==> src/rtl/axis_read_interface.sv <==
// rtl/axis_read_interface.sv - AXI-Stream master streaming a frame of BRAM words downstream
module axis_read_interface #(
  parameter int data_width     = 512,
  parameter int counter_width  = 10,
  parameter int mem_size_depth = 1024,
  parameter int keep_width     = data_width / 8
) (
  input  logic                     axis_clk,
  input  logic                     reset,
  input  logic                     start,
  input  logic [counter_width-1:0] start_addr,
  input  logic [counter_width:0]   frame_len,
  input  logic [keep_width-1:0]    last_keep,
  input  logic                     t_ready,
  output logic                     t_valid,
  output logic [data_width-1:0]    t_data,
  output logic                     t_last,
  output logic [keep_width-1:0]    t_keep,
  output logic                     bram_ena,
  output logic                     bram_wena,
  output logic [counter_width-1:0] bram_address,
  input  logic [data_width-1:0]    bram_dout,
  output logic                     busy,
  output logic                     done
);

  typedef enum logic [1:0] {
    IDLE  = 2'd0,
    READ  = 2'd1,
    DRAIN = 2'd2,
    DONE  = 2'd3
  } state_t;

  // Longest legal frame: the whole memory.
  localparam logic [counter_width:0] len_max = (counter_width + 1)'(mem_size_depth);

  state_t                   state;
  logic [counter_width-1:0] addr_ptr;
  logic [counter_width:0]   len_q;
  logic [counter_width:0]   issue_cnt;
  logic [keep_width-1:0]    keep_q;

  // One read may be in flight: its data appears on bram_dout next cycle.
  logic                     inflight;
  logic                     inflight_last;

  // Two-entry output buffer; the head entry drives the stream.
  logic [data_width-1:0]    buf_data [2];
  logic [keep_width-1:0]    buf_keep [2];
  logic                     buf_last [2];
  logic                     head;
  logic                     tail;
  logic [1:0]               occ;

  logic                     pop;
  logic                     push;
  logic                     issue;
  logic                     issue_last;

  // Stream side: valid is purely a function of buffer occupancy.
  assign t_valid = (occ != 2'd0);
  assign t_data  = buf_data[head];
  assign t_keep  = buf_keep[head];
  assign t_last  = buf_last[head];
  assign pop     = t_valid && t_ready;
  assign push    = inflight;

  // A read may only be issued when its data is guaranteed a buffer slot,
  // counting the word already in flight and any pop happening this cycle.
  assign issue      = (state == READ) &&
                      (({1'b0, occ} + {2'b00, inflight}) < (3'd2 + {2'b00, pop}));
  assign issue_last = issue && ((issue_cnt + (counter_width + 1)'(1)) == len_q);

  assign bram_ena     = issue;
  assign bram_wena    = 1'b0;
  assign bram_address = addr_ptr;

  // Frame sequencing: accept start, issue reads, wait for the last beat, pulse done.
  always_ff @(posedge axis_clk) begin
    if (!reset) begin
      state         <= IDLE;
      addr_ptr      <= '0;
      len_q         <= '0;
      issue_cnt     <= '0;
      keep_q        <= '0;
      inflight      <= 1'b0;
      inflight_last <= 1'b0;
      busy          <= 1'b0;
      done          <= 1'b0;
    end else begin
      inflight      <= issue;
      inflight_last <= issue_last;
      done          <= 1'b0;
      case (state)
        IDLE: begin
          if (start && (frame_len != '0) && (frame_len <= len_max)) begin
            addr_ptr  <= start_addr;
            len_q     <= frame_len;
            keep_q    <= last_keep;
            issue_cnt <= '0;
            busy      <= 1'b1;
            state     <= READ;
          end
        end
        READ: begin
          if (issue) begin
            addr_ptr  <= addr_ptr + counter_width'(1);
            issue_cnt <= issue_cnt + (counter_width + 1)'(1);
            if (issue_last) begin
              state <= DRAIN;
            end
          end
        end
        DRAIN: begin
          if (pop && t_last) begin
            busy  <= 1'b0;
            done  <= 1'b1;
            state <= DONE;
          end
        end
        DONE: begin
          state <= IDLE;
        end
        default: begin
          state <= IDLE;
        end
      endcase
    end
  end

  // Output buffer: capture the read-return word, advance head on handshake.
  always_ff @(posedge axis_clk) begin
    if (!reset) begin
      buf_data[0] <= '0;
      buf_data[1] <= '0;
      buf_keep[0] <= '0;
      buf_keep[1] <= '0;
      buf_last[0] <= 1'b0;
      buf_last[1] <= 1'b0;
      head        <= 1'b0;
      tail        <= 1'b0;
      occ         <= 2'd0;
    end else begin
      if (push) begin
        buf_data[tail] <= bram_dout;
        buf_keep[tail] <= inflight_last ? keep_q : {keep_width{1'b1}};
        buf_last[tail] <= inflight_last;
        tail           <= ~tail;
      end
      if (pop) begin
        head <= ~head;
      end
      occ <= occ + {1'b0, push} - {1'b0, pop};
    end
  end

endmodule
==> config.mk <==
export PLATFORM = sky130hd
export DESIGN_NAME = axis_read_interface
export DESIGN_NICKNAME = d
export VERILOG_FILES = /design/src/rtl/axis_read_interface.sv
export SDC_FILE = /design/constraint.sdc
export NUM_CORES = 2
export LEC_CHECK = 0
export ABC_CLOCK_PERIOD_IN_PS = 17700
export CORE_MARGIN = 5
export CORE_UTILIZATION = 25
export CTS_BUF_LIST = sky130_fd_sc_hd__clkbuf_2 sky130_fd_sc_hd__clkbuf_4 sky130_fd_sc_hd__clkbuf_8
export DETAILED_ROUTE_END_ITERATION = 10
export PLACE_DENSITY = 0.45
export SYNTH_ARGS = -nofsm -noshare
export SYNTH_HDL_FRONTEND = slang
export SYNTH_SLANG_ARGS = --single-unit
==> constraint.sdc <==
create_clock -name axis_clk -period 17.7 [get_ports axis_clk]
set_input_delay 4.425 -clock axis_clk [delete_from_list [all_inputs] [get_ports axis_clk]]
set_output_delay 4.425 -clock axis_clk [all_outputs]
set_load 0.02 [all_outputs]
==> summary.md <==
| Metric | Value |
|---|---|
| Number of enable flip-flop cells after synthesis | `1152` |
| Count of standard-cell rows | `170` |
| Leading cell types in the layout, fill and taps excluded | `clkdlybuf4s50_1 (1190), edfxtp_1 (1152), and2_1 (1033), mux2_2 (577), clkbuf_8 (248)` |
| Count of hold-fix buffers inserted at cts | `0` |
| Via count of the first global-routing pass | `34.76k` |
| Number of buffers created by CTS | `234` |
| Total power | `9.556 mW` |
| Library cells used by synthesis | `56` |
| Post-CTS sizing | `0` |
| Final Wtd Congestion | `0.7836` |
| Number of antenna violations at the first check in global routing | `81` |
| Post-route DRC | `0` |
| Average wire per standard cell | `23.61 µm` |
| TNS Setup | `0 ns` |
| Total of flip-flops plus latches after synthesis | `1261` |
| Sinks on Clock Net | `1261` |
| Postcts setup bufs | `0` |
| Share of synthesized flip-flops with an asynchronous set or reset | `0%` |
| Required arrival time at the worst endpoint | `13.28 ns` |
| Largest vdd supply drop | `0.06887 mV` |
| Clock input transition at the sequential cells of the worst setup and hold paths | `0.06 ns` |
| Final worst-path cycle share | `61.75%` |
| Max frequency | `0.09149 GHz` |
| Number of design-rule violations left by the first detailed-router iteration | `1622` |
| Commonest non-fill, non-tap cell in the layout | `clkdlybuf4s50_1` |
| First-pass iteration count of the detailed router | `5` |
| Post-Synthesis Cell Area | `0.05409 mm²` |
| Cell area power density | `129.4 mW/mm²` |
| Status | `completed` |
| Wire length of the first global-routing pass | `261900 µm` |
| RSZ-0062 raised after global routing | `false` |
| Effective utilization at floorplan | `25.15%` |
| Clock latency on the worst-skew pair | `0.96 ns` |
| Worst hold path type | `register to register` |
| Fraction of the yosys area taken by sequential cells | `67.99%` |
| CTS max path bufs | `3` |
| Clock Skews | `0.04893 ns` |
| Sum of net half-perimeters after detailed placement | `127500 µm` |
| Kind of start point of the critical path | `input port` |
| Most used DFF post-synth | `edfxtp_1` |
| Final Max Tran Viols | `0` |
| Inst Count DP | `7587` |
| Final routed wirelength across all metal layers | `189900 µm` |
| Die span in y | `475.2 µm` |
| Layout-stage area growth over the synthesis result | `36.50%` |
| Reported leakage power | `27.03 nW` |
| Fraction of layout cells with a size suffix above 1 | `19.58%` |
| Number of warnings issued by yosys | `0` |
| Critical-path maximum fanout | `4` |
| Critical path class | `input port to output port` |
| Endpoints failing hold | `0` |
| Layout Nets | `5595` |
| Total track usage | `16.07%` |
| Synthesized area per cell | `14.41 µm²` |
| Count of pins on the block boundary | `1193` |
| Largest net degree at the start of global routing | `202` |
| Slew @ Worst Pin | `1.251 ns` |
| Post-Place Setup Slack | `6.752 ns` |
| Minimum period implied by the final worst setup slack | `10.93 ns` |
| Root cell of the clock tree | `clkbuf_8` |
| Data arrival, critical path | `6.51 ns` |
| Area of the multi-input gates | `0.01640 mm²` |
| Number of inserted filler cells in the final layout | `21.17k` |
| Number of failing setup endpoints in the final timing report | `0` |
| Via-to-Cell Ratio | `4.260` |
| Smallest hold slack | `0.4526 ns` |
| Worst slew margin relative to its limit | `16.59%` |
| Number of antenna-violating nets in the routed design | `0` |
| CTS tree | `yes` |
| Core Area | `0.2150 mm²` |
| Die width | `475.2 µm` |
| Via count | `34.27k` |
| Max cap viols | `0` |
| Port buffer count | `1191` |
| Die Area | `0.2258 mm²` |
| Final critical-path setup slack | `6.770 ns` |
| Nets in the synthesized netlist | `4365` |
| Fin cells | `8044` |
| Area taken by flip-flops and latches | `0.03678 mm²` |
| H-Tree Depth | `4` |
| Worst Setup End Kind | `output port` |
| Syn Inst Count | `3755` |
| Total gr overflow | `0` |
layout make-up:
class	count	area share, %
tap	2838	4.809
clock inverter	102	0.8303
sequential	1261	49.81
inverter	15	0.07625
multi-input combinational	2240	22.21
antenna	18	0.06100
clock buffer	337	5.528
timing repair buffer	1233	16.67
worst paths after layout:
check                                              from                            end  slack, ns  cells past startpoint
worst max-delay path                            t_ready                       bram_ena       6.77                      5
worst min-delay path            keep_q[23]$_SDFFE_PN0P_        keep_q[23]$_SDFFE_PN0P_       0.45                      2
worst max register to register      inflight$_SDFF_PN0_  buf_data[0][71]$_SDFFCE_PN0P_      13.32                      5
worst min register to register  keep_q[23]$_SDFFE_PN0P_        keep_q[23]$_SDFFE_PN0P_       0.45                      2
critical path: stages:
cell and delay, ns:
clkdlybuf4s50_1 0.58, o21ai_1 0.19, o21ai_0 0.23, nor3b_2 0.34, clkdlybuf4s50_1 0.73
layer usage:
metal / global-route usage [%] / up-vias / routed length (µm)
met3: 6.554 / 349 / 18500
li1: - / 15810 / -
met4: 3.974 / 48 / 4260
met2: 27.63 / 1116 / 92850
met1: 18.62 / 16940 / 74010
met5: 0 / - / 288
cells in the mapped netlist, types with 13 or more instances:
cell type,number,area share (%)
a21boi_0,76,1.1
and2_1,1033,12
clkbuf_1,219,1.5
dfxtp_1,109,4.0
edfxtp_1,1152,64
inv_1,14,0.097
mux2_2,577,12
nand2_1,189,1.3
nand3_1,13,0.12
nor2_1,141,0.98
nor2b_1,74,0.86
o21ai_0,14,0.13
sequential cells by signal, summed over array words and instances, names as in the netlist, 2 cells and up, named ones only:
signal / cells
keep_q: 64
len_q: 11
buf_last: 2
occ: 2
issue_cnt: 11
buf_data: 1024
bram_address: 10
buf_keep: 128
state: 2
power by group:
| part | total, mW | switching (mW) | leakage [nW] | internal (mW) |
|---|---|---|---|---|
| Combinational | 3.00 | 1.65 | 11.7 | 1.36 |
| Clock | 2.84 | 1.31 | 2.47 | 1.53 |
| Sequential | 3.72 | 0.0986 | 12.8 | 3.62 |
metrics by stage:
step / util [%] / cell area [µm²]
final: 34.34 / 73840
after global routing: 34.32 / 73800
after CTS: 34.31 / 73790
after detailed placement: 32.13 / 69100
after global placement: 32.13 / 69100
after floorplan: - / 54100
cell families (layout without fill, tap and decap cells):
family	count (synthesis)	after routing	synth area share (%)
other	1	19	0.006933
xor gates and xnor gates	15	15	0.2706
DFF	1261	1261	67.99
muxes	580	580	12.07
AOI/OAI and AO/OA	148	148	2.003
buffers and inverters	254	1687	1.800
and+or+nand+nor	1487	1487	15.66
adders and majority gates	9	9	0.2082
Power figures use the tool's default switching activity.
